<file path="src/rtl/board_mem_tester.sv">
// -----------------------------------------------------------------------------
// board_mem_tester
//
// On-board SRAM self-test engine. On start it writes a pattern to every tested
// word of every bank, reads everything back in the same order, and stops on the
// first mismatch. It reports pass/fail, the failing location and status LEDs.
// The pin wrapper owns the tristate buffers; this block only requests a drive
// through ram_data_oe.
//
// Ports:
//   clk, rst_n        system clock, asynchronous active-low reset
//   start             level-sampled test request (ignored while busy)
//   mode              pattern select, captured at test start
//   ram_addr          word address (bits above TEST_ADDR_WIDTH are 0)
//   ram_data_o        write data; ram_data_oe = 1 asks the wrapper to drive it
//   ram_data_i        read data from the bus
//   ram_ce_n          per-bank chip enable, active-low, at most one low
//   ram_oe_n/ram_we_n output / write enable, active-low
//   busy, done, pass  test status (pass is valid while done = 1)
//   fail_bank/addr/data  location and value read at the first mismatch
//   leds              status display
// -----------------------------------------------------------------------------
module board_mem_tester #(
   parameter int ADDR_WIDTH      = 20,
   parameter int DATA_WIDTH      = 32,
   parameter int NUM_BANKS       = 2,
   parameter int TEST_ADDR_WIDTH = 20,
   parameter int WAIT_CYCLES     = 2
) (
   input  logic                       clk,
   input  logic                       rst_n,
   input  logic                       start,
   input  logic [1:0]                 mode,
   output logic [ADDR_WIDTH-1:0]      ram_addr,
   output logic [DATA_WIDTH-1:0]      ram_data_o,
   output logic                       ram_data_oe,
   input  logic [DATA_WIDTH-1:0]      ram_data_i,
   output logic [NUM_BANKS-1:0]       ram_ce_n,
   output logic                       ram_oe_n,
   output logic                       ram_we_n,
   output logic                       busy,
   output logic                       done,
   output logic                       pass,
   output logic [2:0]                 fail_bank,
   output logic [TEST_ADDR_WIDTH-1:0] fail_addr,
   output logic [DATA_WIDTH-1:0]      fail_data,
   output logic [15:0]                leds
);

   localparam int CNT_W = (WAIT_CYCLES < 1) ? 1 : $clog2(WAIT_CYCLES + 1);

   typedef enum logic [2:0] {
      S_IDLE, S_WR_SETUP, S_WR_PULSE, S_WR_HOLD, S_RD_WAIT, S_DONE
   } state_t;

   state_t                     state_q, state_d;
   logic [2:0]                 bank_q, bank_d;
   logic [TEST_ADDR_WIDTH-1:0] addr_q, addr_d;
   logic [CNT_W-1:0]           cnt_q, cnt_d;
   logic [1:0]                 mode_q, mode_d;
   logic                       pass_d;
   logic [2:0]                 fail_bank_d;
   logic [TEST_ADDR_WIDTH-1:0] fail_addr_d;
   logic [DATA_WIDTH-1:0]      fail_data_d;

   // Next values of the SRAM pins; registered so strobes never glitch.
   logic [ADDR_WIDTH-1:0]      ram_addr_d;
   logic [DATA_WIDTH-1:0]      ram_data_o_d;
   logic                       ram_data_oe_d;
   logic [NUM_BANKS-1:0]       ram_ce_n_d;
   logic                       ram_oe_n_d;
   logic                       ram_we_n_d;

   logic last_addr, last_bank, wrap_all, wr_next, rd_next;

   // P(b,a): base pattern for the address, inverted on odd banks so that
   // aliased banks read back the complement of what they expect.
   function automatic logic [DATA_WIDTH-1:0] pattern(
      input logic [1:0]                 m,
      input logic [2:0]                 b,
      input logic [TEST_ADDR_WIDTH-1:0] a
   );
      logic [DATA_WIDTH-1:0] base;
      case (m)
         2'd0:    base = DATA_WIDTH'(a);
         2'd1:    base = a[0] ? {(DATA_WIDTH/2){2'b10}} : {(DATA_WIDTH/2){2'b01}};
         2'd2:    base = DATA_WIDTH'(1) << (a % DATA_WIDTH);
         default: base = ~DATA_WIDTH'(a);
      endcase
      return base ^ {DATA_WIDTH{b[0]}};
   endfunction

   assign last_addr = (addr_q == '1);
   assign last_bank = (bank_q == 3'(NUM_BANKS - 1));
   assign wrap_all  = last_addr && last_bank;

   // NOTE: every signal gets its default before the case so no path leaves
   // one unassigned, which would otherwise infer a latch.
   always_comb begin
      state_d     = state_q;
      bank_d      = bank_q;
      addr_d      = addr_q;
      cnt_d       = cnt_q;
      mode_d      = mode_q;
      pass_d      = pass;
      fail_bank_d = fail_bank;
      fail_addr_d = fail_addr;
      fail_data_d = fail_data;

      case (state_q)
         S_IDLE, S_DONE: begin
            if (start) begin
               state_d     = S_WR_SETUP;
               mode_d      = mode;
               bank_d      = '0;
               addr_d      = '0;
               pass_d      = 1'b0;
               fail_bank_d = '0;
               fail_addr_d = '0;
               fail_data_d = '0;
            end
         end
         S_WR_SETUP: begin
            state_d = S_WR_PULSE;
            cnt_d   = '0;
         end
         S_WR_PULSE: begin
            if (cnt_q == CNT_W'(WAIT_CYCLES - 1)) state_d = S_WR_HOLD;
            else                                  cnt_d   = cnt_q + 1'b1;
         end
         S_WR_HOLD: begin
            // addr wraps to 0 on its own; bank rolls over when addr wraps.
            addr_d  = addr_q + 1'b1;
            bank_d  = wrap_all ? 3'd0 : (last_addr ? bank_q + 3'd1 : bank_q);
            cnt_d   = '0;
            state_d = wrap_all ? S_RD_WAIT : S_WR_SETUP;
         end
         S_RD_WAIT: begin
            if (cnt_q == CNT_W'(WAIT_CYCLES)) begin
               if (ram_data_i != pattern(mode_q, bank_q, addr_q)) begin
                  state_d     = S_DONE;
                  pass_d      = 1'b0;
                  fail_bank_d = bank_q;
                  fail_addr_d = addr_q;
                  fail_data_d = ram_data_i;
               end else if (wrap_all) begin
                  state_d = S_DONE;
                  pass_d  = 1'b1;
               end else begin
                  addr_d = addr_q + 1'b1;
                  bank_d = last_addr ? bank_q + 3'd1 : bank_q;
                  cnt_d  = '0;
               end
            end else begin
               cnt_d = cnt_q + 1'b1;
            end
         end
         default: state_d = S_IDLE;
      endcase
   end

   // Pin values are decoded from the next state so they line up with it.
   assign wr_next = (state_d == S_WR_SETUP) || (state_d == S_WR_PULSE) ||
                    (state_d == S_WR_HOLD);
   assign rd_next = (state_d == S_RD_WAIT);

   always_comb begin
      ram_addr_d    = ADDR_WIDTH'(addr_d);
      ram_data_oe_d = wr_next;
      ram_data_o_d  = wr_next ? pattern(mode_d, bank_d, addr_d) : '0;
      ram_we_n_d    = (state_d != S_WR_PULSE);
      ram_oe_n_d    = !rd_next;
      ram_ce_n_d    = '1;
      for (int i = 0; i < NUM_BANKS; i++) begin
         if ((wr_next || rd_next) && bank_d == 3'(i)) ram_ce_n_d[i] = 1'b0;
      end
   end

   // NOTE: state is updated with non-blocking assignments so every flop
   // samples the pre-edge values, independent of process ordering.
   always_ff @(posedge clk or negedge rst_n) begin
      if (!rst_n) begin
         state_q     <= S_IDLE;
         bank_q      <= '0;
         addr_q      <= '0;
         cnt_q       <= '0;
         mode_q      <= '0;
         pass        <= 1'b0;
         fail_bank   <= '0;
         fail_addr   <= '0;
         fail_data   <= '0;
         ram_addr    <= '0;
         ram_data_o  <= '0;
         ram_data_oe <= 1'b0;
         ram_ce_n    <= '1;
         ram_oe_n    <= 1'b1;
         ram_we_n    <= 1'b1;
      end else begin
         state_q     <= state_d;
         bank_q      <= bank_d;
         addr_q      <= addr_d;
         cnt_q       <= cnt_d;
         mode_q      <= mode_d;
         pass        <= pass_d;
         fail_bank   <= fail_bank_d;
         fail_addr   <= fail_addr_d;
         fail_data   <= fail_data_d;
         ram_addr    <= ram_addr_d;
         ram_data_o  <= ram_data_o_d;
         ram_data_oe <= ram_data_oe_d;
         ram_ce_n    <= ram_ce_n_d;
         ram_oe_n    <= ram_oe_n_d;
         ram_we_n    <= ram_we_n_d;
      end
   end

   assign busy = (state_q == S_WR_SETUP) || (state_q == S_WR_PULSE) ||
                 (state_q == S_WR_HOLD)  || (state_q == S_RD_WAIT);
   assign done = (state_q == S_DONE);

   always_comb begin
      if (state_q == S_IDLE)
         leds = 16'haaaa;
      else
         leds = {busy, done, pass, (state_q == S_RD_WAIT),
                 12'(busy ? addr_q : fail_addr)};
   end

endmodule

</file>
<file path="config.mk">
export PLATFORM = sky130hd
export DESIGN_NAME = board_mem_tester
export DESIGN_NICKNAME = d
export VERILOG_FILES = /design/src/rtl/board_mem_tester.sv
export SDC_FILE = /design/constraint.sdc
export NUM_CORES = 1
export LEC_CHECK = 0
export CAP_MARGIN = 20
export CORE_MARGIN = 3
export CORE_UTILIZATION = 57
export DETAILED_ROUTE_END_ITERATION = 16
export PLACE_DENSITY_LB_ADDON = 0.15
export SLEW_MARGIN = 20
export SYNTH_ARGS = -nofsm -noshare
export SYNTH_HDL_FRONTEND = slang
export SYNTH_SLANG_ARGS = --single-unit
export TNS_END_PERCENT = 1
</file>
<file path="constraint.sdc">
create_clock -name clk -period 7.1 [get_ports clk]
set_input_delay 1.42 -clock clk [delete_from_list [all_inputs] [get_ports clk]]
set_output_delay 1.42 -clock clk [all_outputs]
set_load 0.01 [all_outputs]
</file>
=== Yosys cells after proc, flatten, opt, wreduce, memory -nomap -nowiden ===
Cells that the tools add are included.

* $add $sub $neg: 3
* Multipliers: 0
* Div/mod/pow operators: 0
* $lt $le $gt $ge: 0
* Equal/unequal tests: 27
* Shift operators: 2
* Mux-type cells: 54
* Bitwise gates (word level): 4
* Reduce and logical (&&, ||, !) cells: 21

{| class="wikitable"
|+ Operators with widths
! operator !! number
|-
| two-way mux 32 bit || 8
|-
| case mux 32 bit (3 select lines) || 2
|-
| two-way mux 20 bit || 7
|-
| inverter 20 -> 32 bit || 2
|-
| case mux 32 bit (2 select lines) || 1
|-
| left shift 1 x 5 -> 32 bit, first input constant || 2
|-
| bitwise XOR 32 bit || 2
|-
| case mux 20 bit (3 select lines) || 1
|-
| two-way mux 3 bit || 15
|-
| case mux 20 bit (2 select lines) || 1
|-
| inequality test 32 bit || 1
|-
| adder 20 x 1 -> 20 bit, second input constant || 1
|-
| == test 20 bit, second input constant || 1
|-
| two-way mux 16 bit || 1
|-
| case mux 3 bit (5 select lines) || 1
|-
| == test 3 x 1 -> 1 bit, second input constant || 4
|-
| == test 3 x 2 -> 1 bit, second input constant || 4
|-
| two-way mux 12 bit || 1
|-
| two-way mux 2 bit || 6
|-
| AND reduction 4 bit || 3
|-
| == test 3 bit, second input constant || 3
|-
| inequality test 3 bit, second input constant || 3
|-
| case mux 3 bit (3 select lines) || 1
|-
| inequality test 2 bit, second input constant || 4
|-
| 17 further kinds || 36
|}

* Bits in registers: 123
* Bits in latches: 0
* Memory bits (writable): 0
* Memory bits (read-only): 0
* Bits of input ports: 37
* Output and inout bits: 131
* Memories: 0

=== Logic depth before layout (Yosys ltp) ===
* Depth in word-level cells: 15
* Gate-level depth with buffers: 21
* Gate-level depth less buffers: 16

=== Least setup slack after synthesis ===
Ideal clock, no wire load.

* Kind: input port to flip-flop
* Start: input ram_data_i[20]
* End: register ram_data_o[17]
* Library setup time: 126 ps
* Data arrival time: 4373 ps
* Path slack: 2601 ps
* Stages: 15
* Path through: or3b_2 o2111a_1 a41oi_1 nand4_1 a2111oi_0 o211ai_1 nor4b_4 a21o_4 buf_8 buf_8 a21oi_2 a31oi_4 mux2i_1 o22ai_2 mux2i_1

* Longest elaborated chain between the ends: 8
* Elaborated cells between the ends (all ways): 21
* Those cells by class: eq/ne (4); shift (1); mux (12); bitwise (2); reduce/logical (2)

{| class="wikitable"
|+ RTL lines
! element !! line !! text
|-
| from (decl) || 37 || <nowiki>input logic [DATA_WIDTH-1:0] ram_data_i,</nowiki>
|-
| inequality test 32 bit * || 140 || <nowiki>if (ram_data_i != pattern(mode_q, bank_q, addr_q)) begin</nowiki>
|-
| two-way mux 20 bit * || 140 ||
|-
| two-way mux 20 bit * || 139 || <nowiki>if (cnt_q == CNT_W'(WAIT_CYCLES)) begin</nowiki>
|-
| case mux 20 bit (3 select lines) * || 110 || <nowiki>case (state_q)</nowiki>
|-
| named net addr_d[17] || 58 || <nowiki>logic [TEST_ADDR_WIDTH-1:0] addr_q, addr_d;</nowiki>
|-
| inverter 20 -> 32 bit || 88 || <nowiki>default: base = ~DATA_WIDTH'(a);</nowiki>
|-
| case mux 32 bit (3 select lines) * || 84 || <nowiki>case (m)</nowiki>
|-
| bitwise XOR 32 bit * || 90 || <nowiki>return base ^ {DATA_WIDTH{b[0]}};</nowiki>
|-
| two-way mux 32 bit * || 170 || <nowiki>ram_data_o_d = wr_next ? pattern(mode_d, bank_d, addr_d) : '0;</nowiki>
|-
| named net ram_data_o_d[17] || 68 || <nowiki>logic [DATA_WIDTH-1:0] ram_data_o_d;</nowiki>
|-
| to (signal assigned) || 209 || <nowiki>ram_data_o <= ram_data_o_d;</nowiki>
|-
| to (decl) || 35 || <nowiki>output logic [DATA_WIDTH-1:0] ram_data_o,</nowiki>
|}

Mark *: on every way through the listed nets, which the timed path passes. The rest lies on a longest branch.
A chain may end at the register's enable or synchronous reset.

=== Final worst setup path ===
* Start: register addr_q[0]
* End: register ram_data_o[21]

* Longest elaborated chain between the ends: 13
* Elaborated cells between the ends (all ways): 37
* Those cells by class: add/sub (1); eq/ne (5); shift (2); mux (23); bitwise (3); reduce/logical (3)

{| class="wikitable"
|+ RTL lines
! element !! line !! text
|-
| from (decl) || 58 ||
|-
| from (signal assigned) || 201 || <nowiki>addr_q <= addr_d;</nowiki>
|-
| left shift 1 x 5 -> 32 bit, or another cell as far along || 87 || <nowiki>2'd2: base = DATA_WIDTH'(1) << (a % DATA_WIDTH);</nowiki>
|-
| case mux 32 bit (3 select lines) || 84 ||
|-
| two-way mux 32 bit || 139 ||
|-
| two-way mux 32 bit || 110 ||
|-
| bitwise XOR 32 bit || 90 ||
|-
| inequality test 32 bit || 140 ||
|-
| two-way mux 20 bit / two-way mux 3 bit (equally long branches) || 140 ||
|-
| two-way mux 20 bit / two-way mux 3 bit (equally long branches) || 139 ||
|-
| case mux 20 bit (3 select lines) / case mux 3 bit (5 select lines) (equally long branches) || 110 ||
|-
| left shift 1 x 5 -> 32 bit, or another cell as far along || 87 ||
|-
| case mux 32 bit (3 select lines) / logical OR 1 bit (equally long branches) || 84, 163 ||
|-
| bitwise XOR 32 bit / logical OR 1 bit (equally long branches) || 90, 163 ||
|-
| two-way mux 32 bit * || 170 ||
|-
| named net ram_data_o_d[21] || 68 ||
|}

Mark *: on every way through the listed nets, which the timed path passes. The rest lies on a longest branch. The select of a mux whose other input is x is not followed.

==> results.yml <==
die:
  fp.dieW_um: 129
  die_h_um: 129
  die-area_mm2: 0.0166
  coreArea_mm2: 0.0146
  rows: 44
  io_pins: 168
  start_util_pct: 58.9
logic_synthesis:
  ys_async_sr_fraction_pct: 100
  netlist_instances: 1054
  syn_area_mm2: 0.00863
  synth.net_count: 1103
  yosys_warnings: 0
  synthDistinctLibCells: 93
  synth-edff-count: 0
  ys_seq_area_share_pct: 35.7
  syn_area_per_cell_um2: 8.19
  synth-seq-cells: 123
  ys.flop_type: "dfrtp_1"
clock_network:
  clock_latency_ps: 440
  tritoncts.num_buffers: 17
  cts_tree: "built"
  cts_max_level: 4
  clock_sinks: 123
  post_cts_buffers: 0
  cts_hold_buffers: 0
  cts-resized-gates: 0
  cts_root_buffer: "clkbuf_16"
  path_clk_slew_ps: 60
  cts_max_path_buffers: 2
sta:
  max_clock_freq_mhz: 177
  finalHoldViolations: 0
  slew_viol_final: 0
  rsz0062_at_grt: "no"
  slew_headroom_pct: 30.4
  setup_viol: 0
  finalClockSkew_ps: 8.09
  worst-slew-pin-transition_ps: 1040
  fin_tns_setup_ps: 0
  period_minus_slack_ps: 5640
  period_share_pct: 79.5
drt:
  wl_per_cell_um: 20.2
  wl_met1_mm: 11.6
  dr.pass1.iters: 5
  drt-total-wl_mm: 27.7
  top_layer: "met4"
  drc_errors: 0
  vias_per_cell: 6.24
  routed-wl-met3_mm: 2.51
  dr_total_vias: 8573
  drt_iter0_markers: 778
  wl_met2_mm: 12.7
  postRouteAntennaNets: 0
worst_setup_path:
  r2r_start: "addr_q[0]"
  crit_chain: "ha_1, ha_1, nand2_1, o21ai_1, xnor2_1, or4_1, a2111oi_0, or4b_4, nor4b_4, a21o_4, mux2i_4, inv_2, nand3_1, o21ai_1, xor2_1, nor2_1"
  slowest_delay_ps: 720
  slowest_stage: "dfrtp_1"
  reg2reg_to: "ram_data_o[21]"
  crit_type: "flip-flop to flip-flop"
  reg2reg_setup_slack_ps: 1460
  critPathLaunchType: "flip-flop"
  required_ps: 7410
  critPathArrivalTime_ps: 5960
  rr_worst_depth: 16
  path_max_fanout: 22
  end_kind: "flip-flop"
final_layout:
  nets: 1226
  seqCellArea_mm2: 0.00308
  fillers: 1112
  syn_to_final_growth_pct: 26.0
  multi_input_area_mm2: 0.00499
  layout_commonest_cell: "nand2_1"
  fin_area_mm2: 0.0109
  diodes: 0
  drive_gt1_share_pct: 8.99
  layout_common_cells: "nand2_1, clkdlybuf4s50_1, dfrtp_1, o21ai_0, nor2_1"
min_path:
  whs_path_depth: 2
  hold_path_end: "fail_data[23]"
  worstHoldStart: "fail_data[23]"
  hp-class: "flip-flop to flip-flop"
flow_run:
  maxCapViolations: 0
place:
  port_buffers: 167
  dp_hpwl_mm: 19.8
  placed_area_mm2: 0.0102
  gp_congestion: 0.970
grt:
  antenna_found_initial: 0
  grt_pass1_wl_mm: 43.6
  grt_pass1_vias: 8013
  grt_overflow: 0
  grtUsageTotal_pct: 33.5
  grt_max_degree: 112
power:
  intPower_mw: 2.14
  p_sw_share_pct: 42.7
  vdd_drop_max_v: 0.000232
  p_clk_share_pct: 24.9
  p_per_area_mw_per_mm2: 344
  combPwrFrac_pct: 49.6
  leakagePower_nw: 4.55
  power_frac_seq_pct: 25.5
  p_sw_mw: 1.60
outcome:
  outcome: "finished, final reports clean"
-- power by group through the flow --
| stage | sequential (mW) | clock (mW) | combinational (mW) |
|---|---|---|---|
| after global routing | 0.969 | 0.965 | 2.02 |
| after detailed placement | 0.960 | 0 | 1.82 |
| final | 0.954 | 0.930 | 1.86 |
| after CTS | 0.951 | 0.935 | 1.83 |
| after global placement | 0.962 | 0 | 1.80 |
| after floorplan | 0.914 | 0 | 1.30 |
-- state kept, by name, indices dropped and copies added, names as in the netlist --
signal / count
bank_q: 3
cnt_q: 2
ram_data_oe: 1
state_q: 3
fail_data: 32
fail_addr: 20
pass: 1
mode_q: 2
ram_oe_n: 1
addr_q: 20
ram_ce_n: 2
ram_we_n: 1
fail_bank: 3
ram_data_o: 32
-- metal layers --
metal	global-route usage, %	vias up
met3	8.62	63
met2	51.8	449
met4	12.8	0
met1	45.4	4067
met5	0	-
li1	-	3994
-- critical path: cells and delay by family, from the launching register on --
kind | cells | cell delay (ps)
and+or+nand+nor | 6 | 2020
AOI/OAI and AO/OA | 4 | 1340
DFF | 1 | 720
adders and majority gates | 2 | 550
xor gates and xnor gates | 2 | 330
buffers and inverters | 1 | 300
muxes | 1 | 240
-- stage by stage --
step | utilization [%] | hold WS (ps) | worst slack, ps | instances | power, mW
4_1_cts | 74.2 | 480 | 1540 | 1374 | 3.72
5_1_grt | 74.2 | 500 | 1080 | 1374 | 3.96
3_5_place_dp | 69.9 | 469 | 1160 | 1342 | 2.78
3_3_place_gp | 69.9 | 460 | 1220 | 1342 | 2.76
6_report | 74.2 | 475 | 1460 | 1374 | 3.74
2_1_floorplan | - | 501 | 2600 | 1054 | 2.21
-- cell families after synthesis --
kind of cell               after synthesis  synth area share (%)
adders and majority gates               12                  1.74
muxes                                   40                  4.82
and+or+nand+nor                        400                  22.6
buffers and inverters                  119                  6.45
DFF                                    123                  35.7
xor gates and xnor gates                37                  3.76
AOI/OAI and AO/OA                      323                  24.9
-- cells in the mapped netlist, drive strengths merged (18+ instances only) --
cell | count | area, µm²
a21oi | 58 | 302
a31oi | 19 | 134
buf | 28 | 215
clkbuf | 49 | 184
dfrtp | 119 | 2980
inv | 40 | 150
mux2i | 38 | 393
nand2 | 180 | 683
nand3 | 39 | 223
nor2 | 78 | 295
nor3 | 18 | 95.1
o21ai | 128 | 686
o22ai | 22 | 150
o31ai | 18 | 150
xor2 | 23 | 201
-- how the worst max path moves through the flow --
stage,end,from,slack (ps),cells past startpoint
global route,ram_data_o[9],addr_q[0],1080,17
detailed placement,ram_data_o[9],ram_data_i[20],1160,16
CTS,ram_data_o[9],addr_q[0],1540,17
finish,ram_data_o[21],addr_q[0],1460,16
floorplan,ram_data_o[17],ram_data_i[20],2600,15
global placement,ram_data_o[9],ram_data_i[20],1220,16
-- area by class of cell --
type	instances	area share (%)
sequential	123	28.4
tap	184	2.12
clock inverter	12	1.50
timing repair buffer	181	16.3
inverter	42	1.45
multi-input combinational	812	46.0
clock buffer	20	4.29
(Power assumes the default switching activity.)
